<file path="config.mk">
export PLATFORM = sky130hd
export DESIGN_NAME = leg_branch_ctrl_flat
export DESIGN_NICKNAME = d
export VERILOG_FILES = /design/src/rtl/leg_branch_pkg.sv /design/src/rtl/leg_branch_if.sv /design/src/rtl/leg_cond_eval.sv /design/src/rtl/leg_branch_ctrl.sv /design/src/flat_wrapper.sv
export SDC_FILE = /design/constraint.sdc
export NUM_CORES = 1
export LEC_CHECK = 0
export BUFFER_PORTS_ARGS = -buffer_cell sky130_fd_sc_hd__buf_2
export CAP_MARGIN = 0
export CORE_ASPECT_RATIO = 2
export CORE_UTILIZATION = 45
export CTS_CLUSTER_DIAMETER = 80
export CTS_CLUSTER_SIZE = 25
export DETAILED_ROUTE_END_ITERATION = 12
export PLACE_DENSITY = 0.72
export SKIP_CTS_REPAIR_TIMING = 1
export SYNTH_ARGS = -nofsm -noshare
export SYNTH_HDL_FRONTEND = slang
export SYNTH_HIERARCHICAL = 1
export SYNTH_SLANG_ARGS = --single-unit
</file>
<file path="constraint.sdc">
create_clock -name clk -period 3.1 [get_ports clk]
set_input_delay 0.155 -clock clk [delete_from_list [all_inputs] [get_ports clk]]
set_output_delay 0.155 -clock clk [all_outputs]
set_load 0.02 [all_outputs]
</file>
<file path="src/rtl/leg_branch_pkg.sv">
// Shared definitions for the LEG branch controller: condition codes,
// the sequencer state type and a saturating increment helper.
package leg_branch_pkg;

  localparam logic [5:0] COND_EQ  = 6'h20;
  localparam logic [5:0] COND_NE  = 6'h21;
  localparam logic [5:0] COND_LTU = 6'h22;
  localparam logic [5:0] COND_LEU = 6'h23;
  localparam logic [5:0] COND_GTU = 6'h24;
  localparam logic [5:0] COND_GEU = 6'h25;
  localparam logic [5:0] COND_LTS = 6'h26;
  localparam logic [5:0] COND_LES = 6'h27;
  localparam logic [5:0] COND_GTS = 6'h28;
  localparam logic [5:0] COND_GES = 6'h29;

  typedef enum logic [1:0] {
    IDLE  = 2'd0,
    EVAL  = 2'd1,
    FLUSH = 2'd2
  } state_e;

  function automatic logic [15:0] sat_inc16(input logic [15:0] v);
    return (v == 16'hFFFF) ? v : v + 16'd1;
  endfunction

endpackage

</file>
<file path="src/rtl/leg_branch_if.sv">
// Branch request channel into the LEG branch controller: a valid/ready
// handshake carrying the condition opcode, both operands and the target.
interface leg_branch_if #(
  parameter int PC_W   = 8,
  parameter int DATA_W = 8
) ();

  logic              in_valid;
  logic              in_ready;
  logic [7:0]        in_op;
  logic [DATA_W-1:0] in_arg1;
  logic [DATA_W-1:0] in_arg2;
  logic [PC_W-1:0]   in_target;

  modport master (
    output in_valid, in_op, in_arg1, in_arg2, in_target,
    input  in_ready
  );

  modport slave (
    input  in_valid, in_op, in_arg1, in_arg2, in_target,
    output in_ready
  );

endinterface

</file>
<file path="src/rtl/leg_cond_eval.sv">
// Combinational condition evaluator: decodes the low six opcode bits and
// compares the two operands unsigned or two's complement. Unknown codes
// evaluate to false.
module leg_cond_eval
  import leg_branch_pkg::*;
#(
  parameter int DATA_W = 8
) (
  input  logic [5:0]        op,
  input  logic [DATA_W-1:0] a,
  input  logic [DATA_W-1:0] b,
  output logic              taken
);

  // Select the comparison named by the opcode.
  always_comb begin
    taken = 1'b0;
    case (op)
      COND_EQ:  taken = (a == b);
      COND_NE:  taken = (a != b);
      COND_LTU: taken = (a <  b);
      COND_LEU: taken = (a <= b);
      COND_GTU: taken = (a >  b);
      COND_GEU: taken = (a >= b);
      COND_LTS: taken = ($signed(a) <  $signed(b));
      COND_LES: taken = ($signed(a) <= $signed(b));
      COND_GTS: taken = ($signed(a) >  $signed(b));
      COND_GES: taken = ($signed(a) >= $signed(b));
      default:  taken = 1'b0;
    endcase
  end

endmodule

</file>
<file path="src/rtl/leg_branch_ctrl.sv">
// LEG program-counter owner and branch sequencer. Holds the PC, steps it on
// fetch requests, and resolves one conditional branch at a time through an
// IDLE -> EVAL -> (FLUSH) -> IDLE sequence. A taken branch loads the target
// and pulses flush for FLUSH_CYCLES cycles.
// Optional feature: define LEG_BRANCH_STATS_EN to build the saturating
// resolved/taken branch counters; otherwise stat_total/stat_taken are tied 0.
module leg_branch_ctrl
  import leg_branch_pkg::*;
#(
  parameter int PC_W         = 8,
  parameter int DATA_W       = 8,
  parameter int INSTR_BYTES  = 4,
  parameter int FLUSH_CYCLES = 2,
  parameter int RESET_PC     = 0
) (
  input  logic            clk,
  input  logic            rst,
  input  logic            advance,
  leg_branch_if.slave     bus,
  output logic [PC_W-1:0] pc,
  output logic            stall,
  output logic            flush,
  output logic            br_done,
  output logic            br_taken,
  output logic [15:0]     stat_total,
  output logic [15:0]     stat_taken
);

  localparam int CNT_W = (FLUSH_CYCLES < 2) ? 1 : $clog2(FLUSH_CYCLES + 1);
  localparam logic [PC_W-1:0]  PC_STEP    = PC_W'(INSTR_BYTES);
  localparam logic [PC_W-1:0]  PC_RST     = PC_W'(RESET_PC);
  localparam logic [CNT_W-1:0] FLUSH_LOAD = CNT_W'(FLUSH_CYCLES);
  localparam logic [CNT_W-1:0] CNT_ONE    = CNT_W'(1);

  state_e            state_q, state_d;
  logic [PC_W-1:0]   pc_q, pc_d;
  logic [PC_W-1:0]   target_q, target_d;
  logic [5:0]        op_q, op_d;
  logic [DATA_W-1:0] arg1_q, arg1_d;
  logic [DATA_W-1:0] arg2_q, arg2_d;
  logic [CNT_W-1:0]  flush_cnt_q, flush_cnt_d;
  logic              br_done_q, br_done_d;
  logic              br_taken_q, br_taken_d;
  logic              cond_taken;
  logic              unused_op_hi;

  // Opcode bits [7:6] carry no meaning for the condition decode.
  assign unused_op_hi = ^bus.in_op[7:6];

  leg_cond_eval #(.DATA_W(DATA_W)) u_cond_eval (
    .op    (op_q),
    .a     (arg1_q),
    .b     (arg2_q),
    .taken (cond_taken)
  );

  // Next-state, PC and branch-result logic for the sequencer.
  always_comb begin
    state_d     = state_q;
    pc_d        = pc_q;
    target_d    = target_q;
    op_d        = op_q;
    arg1_d      = arg1_q;
    arg2_d      = arg2_q;
    flush_cnt_d = flush_cnt_q;
    br_done_d   = 1'b0;
    br_taken_d  = 1'b0;
    case (state_q)
      IDLE: begin
        if (bus.in_valid) begin
          op_d     = bus.in_op[5:0];
          arg1_d   = bus.in_arg1;
          arg2_d   = bus.in_arg2;
          target_d = bus.in_target;
          state_d  = EVAL;
        end else if (advance) begin
          pc_d = pc_q + PC_STEP;
        end
      end
      EVAL: begin
        br_done_d = 1'b1;
        if (cond_taken) begin
          br_taken_d  = 1'b1;
          pc_d        = target_q;
          flush_cnt_d = FLUSH_LOAD;
          state_d     = FLUSH;
        end else begin
          pc_d    = pc_q + PC_STEP;
          state_d = IDLE;
        end
      end
      FLUSH: begin
        if (flush_cnt_q <= CNT_ONE) begin
          flush_cnt_d = '0;
          state_d     = IDLE;
        end else begin
          flush_cnt_d = flush_cnt_q - CNT_ONE;
        end
      end
      default: begin
        state_d = IDLE;
      end
    endcase
  end

  // Sequencer registers; reset abandons any branch in flight.
  always_ff @(posedge clk or negedge rst) begin
    if (!rst) begin
      state_q     <= IDLE;
      pc_q        <= PC_RST;
      target_q    <= '0;
      op_q        <= '0;
      arg1_q      <= '0;
      arg2_q      <= '0;
      flush_cnt_q <= '0;
      br_done_q   <= 1'b0;
      br_taken_q  <= 1'b0;
    end else begin
      state_q     <= state_d;
      pc_q        <= pc_d;
      target_q    <= target_d;
      op_q        <= op_d;
      arg1_q      <= arg1_d;
      arg2_q      <= arg2_d;
      flush_cnt_q <= flush_cnt_d;
      br_done_q   <= br_done_d;
      br_taken_q  <= br_taken_d;
    end
  end

  assign pc           = pc_q;
  assign stall        = (state_q != IDLE);
  assign flush        = (state_q == FLUSH);
  assign br_done      = br_done_q;
  assign br_taken     = br_taken_q;
  assign bus.in_ready = (state_q == IDLE);

`ifdef LEG_BRANCH_STATS_EN
  logic [15:0] stat_total_q, stat_total_d;
  logic [15:0] stat_taken_q, stat_taken_d;

  // Counters step in the same cycle the result registers are loaded.
  always_comb begin
    stat_total_d = stat_total_q;
    stat_taken_d = stat_taken_q;
    if (br_done_d) stat_total_d = sat_inc16(stat_total_q);
    if (br_taken_d) stat_taken_d = sat_inc16(stat_taken_q);
  end

  // Statistics registers.
  always_ff @(posedge clk or negedge rst) begin
    if (!rst) begin
      stat_total_q <= '0;
      stat_taken_q <= '0;
    end else begin
      stat_total_q <= stat_total_d;
      stat_taken_q <= stat_taken_d;
    end
  end

  assign stat_total = stat_total_q;
  assign stat_taken = stat_taken_q;
`else
  assign stat_total = '0;
  assign stat_taken = '0;
`endif

endmodule

</file>
<file path="src/flat_wrapper.sv">
// flat-port wrapper written by rule: the top's interface ports become plain ports
module leg_branch_ctrl_flat import leg_branch_pkg::*;
#(
  parameter int PC_W         = 8,
  parameter int DATA_W       = 8,
  parameter int INSTR_BYTES  = 4,
  parameter int FLUSH_CYCLES = 2,
  parameter int RESET_PC     = 0
)
  (clk, rst, advance, pc, stall, flush, br_done, br_taken, stat_total, stat_taken, bus_in_valid, bus_in_op, bus_in_arg1, bus_in_arg2, bus_in_target, bus_in_ready);
  leg_branch_if #(.PC_W(PC_W), .DATA_W(DATA_W)) bus_i ();
  input  logic clk;
  input  logic rst;
  input  logic advance;
  output logic [PC_W-1:0] pc;
  output logic stall;
  output logic flush;
  output logic br_done;
  output logic br_taken;
  output logic [15:0] stat_total;
  output logic [15:0] stat_taken;
  input wire logic [$bits(bus_i.in_valid)-1:0] bus_in_valid;
  input wire logic [$bits(bus_i.in_op)-1:0] bus_in_op;
  input wire logic [$bits(bus_i.in_arg1)-1:0] bus_in_arg1;
  input wire logic [$bits(bus_i.in_arg2)-1:0] bus_in_arg2;
  input wire logic [$bits(bus_i.in_target)-1:0] bus_in_target;
  output wire logic [$bits(bus_i.in_ready)-1:0] bus_in_ready;
  assign bus_i.in_valid = bus_in_valid;
  assign bus_i.in_op = bus_in_op;
  assign bus_i.in_arg1 = bus_in_arg1;
  assign bus_i.in_arg2 = bus_in_arg2;
  assign bus_i.in_target = bus_in_target;
  assign bus_in_ready = bus_i.in_ready;
  leg_branch_ctrl #(.PC_W(PC_W), .DATA_W(DATA_W), .INSTR_BYTES(INSTR_BYTES), .FLUSH_CYCLES(FLUSH_CYCLES), .RESET_PC(RESET_PC)) u_core (.clk(clk), .rst(rst), .advance(advance), .bus(bus_i), .pc(pc), .stall(stall), .flush(flush), .br_done(br_done), .br_taken(br_taken), .stat_total(stat_total), .stat_taken(stat_taken));
endmodule
</file>
==> results of run 1 <==
==> registers in the layout, indices dropped and copies added, names as in the netlist <==
name and count:
u_core/arg1_q 8, u_core/arg2_q 8, u_core/br_done 1, u_core/br_taken 1, u_core/flush_cnt_q 2, u_core/op_q 6, u_core/pc 8, u_core/state_q 2
u_core/target_q 8
==> final timing paths <==
path / slack, ns / to / cells after the start
setup reg to reg: 0.36 / u_core/pc[5]$_DFFE_PN0P_ / 11
hold reg to reg: 0.48 / u_core/pc[0]$_DFFE_PN0P_ / 2
setup / recovery: 0.36 / u_core/pc[5]$_DFFE_PN0P_ / 11
min in group clk: 0.07 / u_core/target_q[6]$_DFFE_PN0P_ / 2
hold / removal: 0.0006 / u_core/br_done$_DFF_PN0_ / 1
max in group asynchronous: 2.51 / u_core/op_q[3]$_DFFE_PN0P_ / 1
==> power by group through the flow <==
stage	Combinational, uW	Sequential, uW	Clock, uW
floorplan	733	962	0
global placement	915	926	0
detailed placement	941	932	0
CTS	945	922	456
global route	1040	953	476
finish	934	920	441
==> kinds of logic after synthesis <==
family,after synthesis
adder cells (fa/ha/maj),9
other,1
buffers and inverters,52
AO/OA/AOI/OAI,31
XOR/XNOR,1
multiplexers,30
AND/OR/NAND/NOR,49
flip-flops,44
==> worst register-to-register path: cells and delay by family, from the launching register on <==
family / cells / cell delay [ns]
AO/OA/AOI/OAI: 4 / 0.67
AND/OR/NAND/NOR: 5 / 0.95
adder cells (fa/ha/maj): 1 / 0.38
buffers and inverters: 1 / 0.22
flip-flops: 1 / 0.40
==> layout make-up <==
class	instances	area share
well taps	60	0.0273
clock buffers	5	0.0250
flip-flops and latches	44	0.401
inverters	14	0.0191
multi-input cells	152	0.426
clock inverters	3	0.0155
repair buffers	47	0.0865
==> synth_stat cells (all sizes together), types with 2 or more instances <==
cell type   n  area (um2)
a21oi      11        55.1
nand2      16        60.1
nand3b      2        18.8
dfrtp      44        1100
a31oi       2        12.5
nor2b       3        18.8
or2         2        15.0
o211ai      3        22.5
ha          9         113
nand4       2        18.8
mux2       30         447
nand2b      3        18.8
inv        13        48.8
o21ai       7        35.0
and2        3        23.8
nor2        4        22.5
nor3        2        10.0
nand3       6        30.0
nand4b      2        17.5
clkbuf      2        7.51
buf        36         312
==> per-stage QoR <==
stage | hold WS [ns] | utilization | cell area [um2]
after detailed placement | 0.373 | 0.486 | 2640
final | 0.000643 | 0.507 | 2750
after global placement | 0.361 | 0.486 | 2640
after CTS | 0.0259 | 0.507 | 2750
after floorplan | -0.141 | - | 2640
after global routing | 0.0532 | 0.507 | 2750
==> per-layer routing <==
metal	routed length (um)	vias up
li1	-	766
met5	0	-
met3	210	8
met2	2460	58
met1	1500	792
met4	106	0
==> results.json, run 1 <==
{
  "status": "finished, final reports clean",
  "crit_required_ns": 3.29,
  "yosys.cell_types.count": 45,
  "stdcell_count": 325,
  "synth_edf_count": 0,
  "ys.warnings.count": 6,
  "syn_area_um2": 2530,
  "arrival_ns": 2.93,
  "hold_violations": 0,
  "die_x_um": 55.0,
  "yosys.area_share.simple": 0.113,
  "clock-root-buffer": "clkbuf_8",
  "ys_seq_area_frac": 0.436,
  "path_cells": "ha_1 > nand4_2 > a21o_1 > and2_4 > o311ai_2 > nand3b_1 > nand3b_2 > clkinv_1 > or2_2 > a21oi_1 > a21oi_1",
  "start_util": 0.466,
  "clock_latency_ns": 0.31,
  "vias_per_cell": 5.00,
  "ctsLongestPathBuffers": 2,
  "worstSetupEndpointType": "flip-flop",
  "gr-usage-all-layers": 0.166,
  "num-fill-cells": 504,
  "cpMostUsedCell": "a21oi_1",
  "final.period_utilization": 0.884,
  "cp_num_buf_inv": 1,
  "ir_drop_uv": 431,
  "synthFlopType": "dfrtp_1",
  "critPathSlowestCell": "dfrtp_1",
  "start_kind": "flip-flop",
  "async_flop_share": 1.00,
  "synthAdderAreaFrac": 0.0446,
  "cts.sinks": 44,
  "period_minus_slack_ns": 2.74,
  "grt_pass1_vias": 1567,
  "rsz0062_at_grt": "no",
  "setup_tns_ns": 0,
  "maxCapViolations": 0,
  "synth_compound_area_frac": 0.0778,
  "postLayoutSetupSlackWorst_ns": 0.359,
  "pre_cts_ws_ns": 0.372,
  "cts_tree": "yes",
  "final_common_cell": "buf_2",
  "setup_viol": 0,
  "syn_to_final_growth_pct": 8.77,
  "crit_family": "simple AND/OR/NAND/NOR gates",
  "multi_input_area_um2": 1170,
  "worstMarginPinSlew_ns": 0.962,
  "gp_congestion": 0.799,
  "p_int_uw": 1470,
  "max_freq_mhz": 365,
  "ff_latch_area_um2": 1100,
  "slew_headroom": 0.358,
  "clk_pin_slew_ns": 0.08,
  "synth.avg_cell_area_um2": 11.6,
  "fp.dieH_um": 108,
  "rows": 38,
  "met1_usage": 0.162,
  "htreeDepth": 2,
  "cp_slowest_stage_delay_ns": 0.40,
  "use_met3": 0.0549,
  "slew_violations": 0,
  "core_area_um2": 5420,
  "cts_buffers": 5,
  "power.leakage_uw": 0.00142,
  "grt_use_met2": 0.293,
  "seq_power_share": 0.401,
  "synth-xor-area-share": 0.00347,
  "min_path_type": "in2async",
  "num_vias": 1624,
  "cp-startpoint": "u_core/arg1_q[7]$_DFFE_PN0P_",
  "final_layout_size_suffix_gt1_frac": 0.358,
  "cp_max_fo": 9,
  "drtIter0Drc": 23,
  "grt_max_degree": 45,
  "netlist_instances": 217,
  "first_pass_iters": 4,
  "r2r-start": "u_core/arg1_q[7]$_DFFE_PN0P_",
  "n_antenna_cell": 0,
  "mostFrequentLayoutCells": "46 x buf_2, 44 x dfrtp_1, 32 x conb_1",
  "pwr-share-clk": 0.192,
  "ys_ff_latch": 44,
  "muxShareOfSynthArea": 0.177,
  "die_area_um2": 5940,
  "dp_hpwl_um": 3210,
  "dp.cells": 317,
  "ant_nets": 0,
  "grt_overflow": 0,
  "antenna_found_initial": 0,
  "layout.nets": 309,
  "numPortBuffers": 46,
  "fin_total_pwr_uw": 2300,
  "wl_per_cell_um": 13.2,
  "drc": 0,
  "switching_power_uw": 827,
  "io-pin-count": 81,
  "finClkSkew_ns": 0.00884,
  "critPathKind": "reg2reg",
  "drt-total-wl_um": 4280,
  "grt-busiest-layer": "met2",
  "synth_top_family_by_area": "multiplexers",
  "p_comb_frac": 0.407,
  "swShare": 0.360,
  "grt_pass1_wl_um": 6880,
  "p_per_area_nw_per_um2": 835
}
(Power assumes the default switching activity.)
==> run 2, diff against run 1 <==
- PLACE_DENSITY: 0.72 -> 0.73
- SYNTH_HIERARCHICAL: 1 -> not set
==> results.json, run 2 <==
{
  "worstMarginPinSlew_ns": 0.960,
  "ctsLongestPathBuffers": 2,
  "netlist_instances": 229,
  "start_kind": "flip-flop",
  "async_flop_share": 1.00,
  "final.period_utilization": 0.930,
  "grt_pass1_vias": 1694,
  "ant_nets": 0,
  "fp.dieH_um": 106,
  "antenna_found_initial": 0,
  "finClkSkew_ns": 0.00879,
  "critPathKind": "reg2reg",
  "clock_latency_ns": 0.30,
  "grt_pass1_wl_um": 7260,
  "start_util": 0.468,
  "synth.top_cell.area_share": 0.454,
  "cts_buffers": 5,
  "clk_pin_slew_ns": 0.08,
  "wl_per_cell_um": 13.0,
  "holdWs_ns": -0.000543,
  "grt_overflow": 0,
  "yosysMostFrequentCell": "dfrtp_1",
  "syn_to_final_growth_pct": 10.2,
  "synthFlopType": "dfrtp_1",
  "setup_viol": 0,
  "min_path_type": "in2async",
  "htreeDepth": 2,
  "io-pin-count": 81,
  "die_x_um": 53.9,
  "numPortBuffers": 46,
  "violations": "negative hold slack",
  "crit_required_ns": 3.29,
  "slew_headroom": 0.360,
  "die_area_um2": 5710,
  "cts_tree": "yes",
  "first_pass_iters": 4,
  "arrival_ns": 3.07,
  "grt_max_degree": 45,
  "n_antenna_cell": 0,
  "clock-root-buffer": "clkbuf_8",
  "final_common_cell": "buf_2",
  "synth.avg_cell_area_um2": 10.6,
  "num_vias": 1706,
  "layout.nets": 321,
  "worstSetupEndpointType": "flip-flop",
  "status": "finished, violations left",
  "cts.sinks": 44,
  "synth_edf_count": 0,
  "setup_tns_ns": 0,
  "drc": 0,
  "mostFrequentLayoutCells": "46 x buf_2, 44 x dfrtp_1, 32 x conb_1",
  "drtIter0Drc": 31,
  "final_layout_size_suffix_gt1_frac": 0.307,
  "rsz0062_at_grt": "no",
  "maxCapViolations": 0,
  "period_minus_slack_ns": 2.88,
  "max_freq_mhz": 347,
  "cp_max_fo": 17,
  "drt-total-wl_um": 4340,
  "rows": 37,
  "power.leakage_uw": 0.00131,
  "ys.warnings.count": 0,
  "vias_per_cell": 5.09,
  "syn_area_um2": 2430,
  "ir_drop_uv": 492,
  "yosys.area.top_type": "dfrtp_1",
  "slew_violations": 0,
  "gp_congestion": 0.856,
  "hold_violations": 1,
  "yosys.cell_types.count": 44,
  "p_per_area_nw_per_um2": 654,
  "ys_ff_latch": 44,
  "postLayoutSetupSlackWorst_ns": 0.218,
  "dp_hpwl_um": 3240,
  "gr-usage-all-layers": 0.177,
  "ys_top_cells_by_area": "dfrtp_1 45%, mux2_2 11%, buf_4 9.9%, ha_1 4.6%, nand2_1 3.4%",
  "ys_seq_area_frac": 0.454,
  "core_area_um2": 5180,
  "pre_cts_ws_ns": 0.281,
  "synth.cells.most_frequent": "44 x dfrtp_1, 32 x buf_4, 24 x mux2_2, 22 x nand2_1, 14 x o21ai_0"
}
==> run 2: cell count changes after synthesis, moves of 4 or more <==
cell / previous run / this run
o21ai_0: 7 / 14
nand3_1: 6 / 2
nand2_1: 16 / 22
and3_1: 1 / 5
mux2_2: 1 / 24
a21oi_1: 11 / 3
mux2_4: 29 / 0
mux2i_1: 0 / 5
==> run 2: logic make-up (layout without fill, tap and decap cells) <==
logic type,after synthesis,in the layout,share of synthesized area
buffers and inverters,51,68,0.132
AO/OA/AOI/OAI,38,38,0.111
AND/OR/NAND/NOR,57,57,0.123
other,1,32,0.00155
multiplexers,29,29,0.132
flip-flops,44,44,0.454
adder cells (fa/ha/maj),9,9,0.0464
==> run 2: where the power goes <==
group,total (uW),switching [uW],internal (uW)
clock,373,191,182
combinational,580,330,249
sequential,795,98.9,696
total,1750,620,1130
==> run 2: path summary, 6_finish.rpt <==
kind / endpoint / depth (start not counted) / slack [ns] / start
setup / recovery: u_core.pc[0]$_DFFE_PN0P_ / 9 / 0.22 / u_core.arg2_q[1]$_DFFE_PN0P_
hold / removal: u_core.target_q[4]$_DFFE_PN0P_ / 1 / -0.0005 / rst
setup reg to reg: u_core.pc[0]$_DFFE_PN0P_ / 9 / 0.22 / u_core.arg2_q[1]$_DFFE_PN0P_
hold reg to reg: u_core.target_q[7]$_DFFE_PN0P_ / 1 / 0.50 / u_core.target_q[7]$_DFFE_PN0P_
max in group asynchronous: u_core.br_taken$_DFF_PN0_ / 1 / 2.50 / rst
min in group clk: u_core.arg2_q[5]$_DFFE_PN0P_ / 3 / 0.05 / bus_in_arg2[5]
==> run 2: area by class of cell <==
class / count / area, um2
Sequential cell: 44 / 1100
Multi-Input combinational cell: 165 / 1120
Tap cell: 58 / 72.6
Inverter: 13 / 48.8
Timing Repair Buffer: 47 / 238
Fill cell: 508 / 2510
Clock buffer: 8 / 90.1
==> run 2: layer usage <==
layer / global-route usage / up-vias / routed length [um]
met4: 0.0996 / 0 / 136
met2: 0.325 / 56 / 2470
met1: 0.167 / 819 / 1540
met5: 0 / - / 0
li1: - / 822 / -
met3: 0.0332 / 9 / 190
==> run 2: through the flow <==
step | power [uW] | std cells | area [um2] | utilization
5_1_grt | 1870 | 335 | 2670 | 0.515
2_1_floorplan | 1250 | 260 | 2540 | -
6_report | 1750 | 335 | 2670 | 0.515
3_5_place_dp | 1390 | 327 | 2580 | 0.498
3_3_place_gp | 1360 | 327 | 2580 | 0.498
4_1_cts | 1760 | 335 | 2670 | 0.515
==> run 2: worst max-delay path, cell delays in order, from the launching register on <==
cell and delay (ns):
dfrtp_1 0.33, inv_1 0.05, ha_1 0.31, nor2b_1 0.14
o211ai_1 0.22, a41oi_1 0.16, a311oi_1 0.50, mux2i_1 0.20
a21oi_4 0.46, mux2_2 0.39
